<file path="src/rtl/button_conditioner.sv">
// rtl/button_conditioner.sv - KEY synchroniser, integrating debounce and press/release/long-press events
// Optional feature macro: BTN_AUTOREPEAT_EN (periodic press_pulse while a button is in the LONG state)
module button_conditioner #(
  parameter int N_BUTTONS         = 2,
  parameter int DEBOUNCE_CYCLES   = 1000000,
  parameter int LONG_PRESS_CYCLES = 50000000,
  parameter int REPEAT_CYCLES     = 10000000
) (
  input  logic                 clk_clk,
  input  logic                 reset_reset,
  input  logic [N_BUTTONS-1:0] key_raw_n,
  output logic [N_BUTTONS-1:0] button_level_n,
  output logic [N_BUTTONS-1:0] press_pulse,
  output logic [N_BUTTONS-1:0] release_pulse,
  output logic [N_BUTTONS-1:0] long_press,
  output logic [N_BUTTONS-1:0] held
);

  localparam int DB_W = ($clog2(DEBOUNCE_CYCLES) > 0) ? $clog2(DEBOUNCE_CYCLES) : 1;
  localparam int LP_W = ($clog2(LONG_PRESS_CYCLES) > 0) ? $clog2(LONG_PRESS_CYCLES) : 1;

  typedef enum logic [1:0] {
    S_RELEASED = 2'd0,
    S_PRESSED  = 2'd1,
    S_LONG     = 2'd2
  } state_t;

  for (genvar i = 0; i < N_BUTTONS; i++) begin : g_btn
    logic            sync_meta;
    logic            sync_out;
    logic            stable;
    logic [DB_W-1:0] db_cnt;
    logic            accept;
    logic            press_evt;
    logic            release_evt;
    logic [LP_W-1:0] hold_cnt;
    logic            hold_done;
    logic            rep_done;
    state_t          state;
    state_t          state_nxt;
    logic            press_d;
    logic            release_d;
    logic            long_d;
    logic            press_q;
    logic            release_q;
    logic            long_q;

    // Two-flop synchroniser; resets to the released (high) level
    always_ff @(posedge clk_clk) begin
      if (reset_reset) begin
        sync_meta <= 1'b1;
        sync_out  <= 1'b1;
      end else begin
        sync_meta <= key_raw_n[i];
        sync_out  <= sync_meta;
      end
    end

    // A change is accepted only after DEBOUNCE_CYCLES consecutive mismatching samples
    assign accept      = (sync_out != stable) && (db_cnt == DB_W'(DEBOUNCE_CYCLES - 1));
    assign press_evt   = accept && !sync_out;
    assign release_evt = accept &&  sync_out;
    assign hold_done   = (hold_cnt == LP_W'(LONG_PRESS_CYCLES - 1));

    // Integrating debounce: any sample matching the stable level discards accumulated credit
    always_ff @(posedge clk_clk) begin
      if (reset_reset) begin
        stable <= 1'b1;
        db_cnt <= '0;
      end else if (sync_out == stable) begin
        db_cnt <= '0;
      end else if (accept) begin
        stable <= sync_out;
        db_cnt <= '0;
      end else begin
        db_cnt <= db_cnt + DB_W'(1);
      end
    end

`ifdef BTN_AUTOREPEAT_EN
    localparam int RP_W = ($clog2(REPEAT_CYCLES) > 0) ? $clog2(REPEAT_CYCLES) : 1;
    logic [RP_W-1:0] rep_cnt;

    assign rep_done = (rep_cnt == RP_W'(REPEAT_CYCLES - 1));

    // Repeat period counter; idles at zero outside LONG so the first repeat lands REPEAT_CYCLES after long_press
    always_ff @(posedge clk_clk) begin
      if (reset_reset || state != S_LONG || rep_done) begin
        rep_cnt <= '0;
      end else begin
        rep_cnt <= rep_cnt + RP_W'(1);
      end
    end
`else
    assign rep_done = 1'b0;
`endif

    // State register, hold counter and registered event pulses
    always_ff @(posedge clk_clk) begin
      if (reset_reset) begin
        state     <= S_RELEASED;
        hold_cnt  <= '0;
        press_q   <= 1'b0;
        release_q <= 1'b0;
        long_q    <= 1'b0;
      end else begin
        state     <= state_nxt;
        press_q   <= press_d;
        release_q <= release_d;
        long_q    <= long_d;
        if (press_evt) begin
          hold_cnt <= '0;
        end else if (state == S_PRESSED && !hold_done) begin
          hold_cnt <= hold_cnt + LP_W'(1);
        end
      end
    end

    // Next-state logic; an accepted release wins over a coincident long-press threshold
    always_comb begin
      state_nxt = state;
      case (state)
        S_RELEASED: if (press_evt) state_nxt = S_PRESSED;
        S_PRESSED: begin
          if (release_evt)    state_nxt = S_RELEASED;
          else if (hold_done) state_nxt = S_LONG;
        end
        S_LONG:     if (release_evt) state_nxt = S_RELEASED;
        default:    state_nxt = S_RELEASED;
      endcase
    end

    // Event decode, registered next cycle so pulses align with the debounced level change
    always_comb begin
      press_d   = 1'b0;
      release_d = 1'b0;
      long_d    = 1'b0;
      case (state)
        S_RELEASED: press_d = press_evt;
        S_PRESSED: begin
          release_d = release_evt;
          long_d    = !release_evt && hold_done;
        end
        S_LONG: begin
          release_d = release_evt;
          press_d   = !release_evt && rep_done;
        end
        default: ;
      endcase
    end

    assign button_level_n[i] = stable;
    assign held[i]           = !stable;
    assign press_pulse[i]    = press_q;
    assign release_pulse[i]  = release_q;
    assign long_press[i]     = long_q;
  end

endmodule

</file>
<file path="config.mk">
export PLATFORM = sky130hd
export DESIGN_NAME = button_conditioner
export DESIGN_NICKNAME = d
export VERILOG_FILES = /design/src/rtl/button_conditioner.sv
export SDC_FILE = /design/constraint.sdc
export NUM_CORES = 1
export LEC_CHECK = 0
export CAP_MARGIN = 20
export CORE_UTILIZATION = 30
export CTS_CLUSTER_DIAMETER = 60
export DETAILED_ROUTE_END_ITERATION = 7
export PLACE_DENSITY = 0.55
export SYNTH_ARGS = -nofsm -noshare
export SYNTH_HDL_FRONTEND = slang
export SYNTH_SLANG_ARGS = --single-unit
</file>
<file path="constraint.sdc">
create_clock -name clk_clk -period 2.1 [get_ports clk_clk]
set_clock_uncertainty 0.15 [all_clocks]
set_input_delay 0.42 -clock clk_clk [delete_from_list [all_inputs] [get_ports clk_clk]]
set_output_delay 0.42 -clock clk_clk [all_outputs]
set_load 0.02 [all_outputs]
</file>
==> metrics.cfg, run 1 <==
[logic_synthesis]
yosys.area.top_type_share = 0.417
synth_top_cell_by_area = dfxtp_1
synth_top_cells_by_area = dfxtp_1, xor2_1, nor2_1, xnor2_1, nand4_1
ys_seq_area_frac = 0.417
ys_warn_count = 0
syn_nets = 605
yosysUniqueCellTypes = 57
yosys.cell_count.top_type = dfxtp_1
synth_commonest_cells = dfxtp_1, nor2_1, nand2_1, xor2_1
ys_seq_elements = 108
syn_inst = 591
synth_edf_count = 0
synth.avg_cell_area_um2 = 8.78
async_reset_ff_frac = 0
ys.flop_type = dfxtp_1
netlist_area_um2 = 5190

[power_and_ir_drop]
total_power_mw = 3.96
p_sw_uw = 820
internal_power_mw = 3.14
p_per_area_nw_per_um2 = 630
pwr-share-seq = 0.518
p_sw_frac = 0.207
comb_power_share = 0.021
peakVddDrop_uv = 733
p_clk_frac = 0.461
p_leak_nw = 2.13

[routing]
routed_via_density = 4.99
dr.pass1.iters = 4
drc = 0
detail_route.wl_per_cell_um = 13.0
via_count = 4310
drtAntennaViolNets = 0
drt-total-wl_mm = 11.2
drt_iter0_markers = 218

[clock_network]
clk_pin_slew_ps = 70
cts_hold_buffers = 0
cts_num_sinks = 108
cts_max_level = 3
clk_path_buf_depth = 2
cts-root-buf = clkbuf_16
numCtsBuffers = 9
clk_latency_ps = 350
cts_tree = built

[floorplanning]
rows = 47
io_pins = 14
dieArea_um2 = 17800
fp.dieW_um = 134
initial_utilization = 0.310
die_h_um = 134
coreArea_um2 = 16800

[worst_setup_path]
crit_chain = inv_1 > clkdlybuf4s50_1
crit_fanout = 4
cp-end-kind = output pin
cp.arrival_ps = 1470
critPathKind = reg -> out
start_kind = register
r2r_cells = 7
max_stage_delay_ps = 620
worstPathRequired_ps = 1530
slowest_stage = clkdlybuf4s50_1

[placed_design]
gp_congestion = 0.776
place.port_buffers = 13
dpl.hpwl_mm = 7.94

[global_routing]
grt-ovfl-total = 0
antenna_found_initial = 0
grt_pass1_vias = 4007
grt_first_pass_wirelength_mm = 18.8
track_usage = 0.130
grt_max_degree = 27

[sta]
setup_violations = 0
final-max-slew-violation-count = 0
max_freq_ghz = 0.489
timing.final.crit_share = 0.973
tightest_slew_ps = 373
fin_setup_tns_ps = 0
min_period_ps = 2040
hold_viol_final = 0
slew_headroom = 0.748
rsz0062_at_grt = true

[run]
maxCapViolCount = 0

[min_path]
hold_path.class = reg -> reg
hold_depth = 1

[finish]
final_nets = 653
drive_above_1_share = 0.154
fill_cells = 1683
antenna_cells = 0
syn_to_final_growth_pct = 21.1

[status]
status = complete, no violations

[power by group through the flow]
stage,registers [mW],logic [mW],clock network [mW]
floorplan,2.10,0.0361,0
global placement,2.10,0.0610,0
detailed placement,2.10,0.0618,0
CTS,2.05,0.0618,1.89
global route,2.05,0.0881,1.98
finish,2.05,0.0818,1.83
[logic make-up (layout without fill, tap and decap cells)]
kind of cell	after synthesis	count (layout)	synth area share
xor gates and xnor gates	64	64	0.108
adders and majority gates	10	10	0.0241
and+or+nand+nor	297	297	0.320
muxes	2	2	0.00386
DFF	108	108	0.417
AOI/OAI and AO/OA	70	70	0.0849
buffers and inverters	40	92	0.0424
[critical path, delay by kind of cell, from the launching register on]
| kind | cells | cell delay (ps) |
|---|---|---|
| buf+inv | 2 | 770 |
| flops | 1 | 360 |
[flip-flops by register name (all words and copies together) (netlist names)]
register and count:
g_btn.sync_out 2, g_btn.state 4, g_btn.release_q 2, g_btn.db_cnt 40, g_btn.long_q 2, g_btn.press_q 2
g_btn.sync_meta 2, g_btn.stable 2, g_btn.hold_cnt 52
[worst paths after layout]
kind                 startpoint                   end  slack [ps]
max             g_btn[1].stable               held[1]          60
min          g_btn[1].sync_meta     g_btn[1].sync_out         260
max reg2reg  g_btn[1].db_cnt[8]  g_btn[1].hold_cnt[7]          80
min reg2reg  g_btn[1].sync_meta     g_btn[1].sync_out         260
[cell type report]
cell class              count  area [um2]  area share
clock buffers               9         225      0.0358
clock inverters             6        95.1      0.0151
inverters                  17        63.8      0.0102
multi-input cells         443        2890       0.459
flip-flops and latches    108        2170       0.345
well taps                 220         275      0.0438
repair buffers             60         572      0.0910
[layout by cell type, fill, tap and decap left out, drive strengths merged, types with 3 or more instances in the layout]
master and instances:
dfxtp 108, nor2 84, nand2 45, buf 45, xor2 37, nand4 28
nand3 28, xnor2 27, o21ai 25, a21oi 24, and3 19, or3 18
inv 18, and4 16, nor3 14, clkdlybuf4s50 13, clkbuf 11, nor4 11
ha 10, or4 8, o211ai 7, and2 6, o31ai 5, nor4b 5
or2 4, nor2b 3, o2111ai 3
[per-layer routing]
layer | global-route usage | wire (um) | vias to the layer above
li1 | - | - | 2199
met1 | 0.168 | 5550 | 2053
met5 | 0 | 0 | -
met2 | 0.211 | 5240 | 54
met3 | 0.0369 | 366 | 4
met4 | 0.0372 | 72 | 0
[repair_timing]
action | CTS | global route
pin swaps | 0 | 3
gates resized for setup | 1 | 21
setup endpoints to repair | 2 | 73
gates cloned | 0 | 3
buffers inserted | 0 | 5
[through the flow]
step | cells | util | hold slack (ps) | area (um2) | setup slack, ps
final | 863 | 0.375 | 260 | 6280 | 56.2
after CTS | 855 | 0.364 | 267 | 6090 | -15.6
after detailed placement | 840 | 0.344 | 245 | 5770 | -4.23
after floorplan | 591 | - | 239 | 5190 | 153
after global placement | 840 | 0.344 | 244 | 5770 | -1.68
after global routing | 863 | 0.375 | 278 | 6280 | -28.2
Note: power is estimated with default switching activity, not from simulation.
==> inputs of run 2 (changes only) <==
ABC_AREA = 0   (was default)
==> results of run 2 <==
The final DEF is identical to that of run 1; final timing and power are the same.
==> patch (flow settings as in run 1) <==
Add a define of `BTN_AUTOREPEAT_EN`.
--- a/src/rtl/button_conditioner.sv
+++ b/src/rtl/button_conditioner.sv
@@ -1,5 +1,7 @@
 // rtl/button_conditioner.sv - KEY synchroniser, integrating debounce and press/release/long-press events
 // Optional feature macro: BTN_AUTOREPEAT_EN (periodic press_pulse while a button is in the LONG state)
+`define BTN_AUTOREPEAT_EN
+
 module button_conditioner #(
   parameter int N_BUTTONS         = 2,
   parameter int DEBOUNCE_CYCLES   = 1000000,
Function: no difference found for any inputs over 10 cycles, from zero or initial values and one cycle with reset_reset high; that may be too few to reach the edited logic, so the function may still have changed.
==> patch against run 1 <==
Routed wire length rose by 21%; clock power rose by 72%; first-iteration DRC count rose by 7.3%; highest routed layer unchanged; cell area rose by 40%; largest power group is now clock; die area rose by 35%; sequential cell count rose by 48; count of clock-buffer cells in the layout rose by 8; sequential power rose by 45%; utilization rose by 0.97 points; synthesized area rose by 36%; largest cell class unchanged; setup slack got worse by 0.26 ns; power rose by 56%; the run now ends with negative setup slack left.
==> patch: results (changes against run 1) <==
metric	value	unit	change
signal buffers share of area	9.44	%	+0.34 points
total wirelength of the detailed-routed design	13500	µm	+21%
data arrival time of the critical path	2.50	ns	+1.03 ns
synthesized-area fraction occupied by ao, oa, aoi and oai cells	3.24	%	-5.3 points
count of routing violations after the opening detailed-route iteration	234		+7.3%
net count of the mapped netlist	828		+37%
sum of met2 wire segment lengths after detailed routing	5870	µm	+12%
maximum resistive drop on vdd	0.000405	V	-45%
Final clock-cell share	6.85	%	+1.8 points
worst slew pin tran	0.402	ns	+0.0294 ns
cell family with most CP delay	simple AND/OR/NAND/NOR gates		
Crit Path Category	flip-flop to flip-flop		
post-DP HPWL	9200	µm	+16%
area occupied by multi-input gates	3760	µm²	+30%
violations in the final reports	negative setup slack		
setup violation total in the final timing report	29		+29
Buffers, non-clock	96		+60%
Worst Setup Slack post-DPL	-0.161	ns	-0.157 ns
share of the final layout cell area in multi-input gates	42.7	%	-3.2 points
final critical-path setup slack	-0.201	ns	-0.258 ns
P_leak	0.00305	µW	+43%
top cells by area, synth	dfxtp_1, nor2_1, xor2_1, xnor2_1, nand3_1		
via count of the first global-routing pass	5230		+31%
area share of fa/ha/maj cells after synthesis	2.13	%	-0.28 points
global-route wire length before repair	23600	µm	+25%
source-to-sink clock delay at the later pin of the worst-skew pair	0.43	ns	+0.08 ns
total negative slack for setup checks	-1.02	ns	-1.02 ns
outcome	complete, but fails checks		
sum of routed wire segments on met1	7110	µm	+28%
fraction of area in registers	35.5	%	+1.1 points
-- patch: cell count changes after synthesis, moves of 20 or more --
| cell | delta |
|---|---|
| xor2_1 | +27 |
| clkbuf_1 | +20 |
| xnor2_1 | +35 |
| dfxtp_1 | +48 |
| nor2_1 | +78 |
| nand3_1 | +31 |
-- patch: power by group --
part           switching (µW)  internal, µW  total (µW)
sequential               3.98          2960        2970
combinational            36.0          29.3        65.4
clock                    1360          1790        3150
-- patch: worst register-to-register path, cell delays in order, from the launching register on --
cell and delay (ns):
dfxtp_1 0.31, or4b_4 0.55, nor4_4 0.28, nand3_2 0.13, a21oi_2 0.15, or4b_4 0.47
a211oi_2 0.18
-- patch: worst min path at each step --
stage / to / slack, ns / startpoint
2_1_floorplan: g_btn[0].sync_out$_SDFF_PP1_ / 0.24 / g_btn[0].sync_meta$_SDFF_PP1_
3_3_place_gp: g_btn[1].sync_out$_SDFF_PP1_ / 0.25 / g_btn[1].sync_meta$_SDFF_PP1_
3_5_place_dp: g_btn[1].sync_out$_SDFF_PP1_ / 0.25 / g_btn[1].sync_meta$_SDFF_PP1_
4_1_cts: g_btn[1].sync_out$_SDFF_PP1_ / 0.27 / g_btn[1].sync_meta$_SDFF_PP1_
5_1_grt: g_btn[1].sync_out$_SDFF_PP1_ / 0.30 / g_btn[1].sync_meta$_SDFF_PP1_
6_report: g_btn[1].sync_out$_SDFF_PP1_ / 0.28 / g_btn[1].sync_meta$_SDFF_PP1_
-- patch: kinds of logic after synthesis --
logic type | Yosys count
simple gates | 424
flops | 156
xor+xnor | 126
buf+inv | 55
compound gates | 37
fa+ha+maj | 12
mux | 2
-- patch: repair_timing --
item                       in CTS  in global routing
setup endpoints to repair       4                 45
pin swaps                       0                  6
setup buffers                   0                  2
resized for setup               4                 13
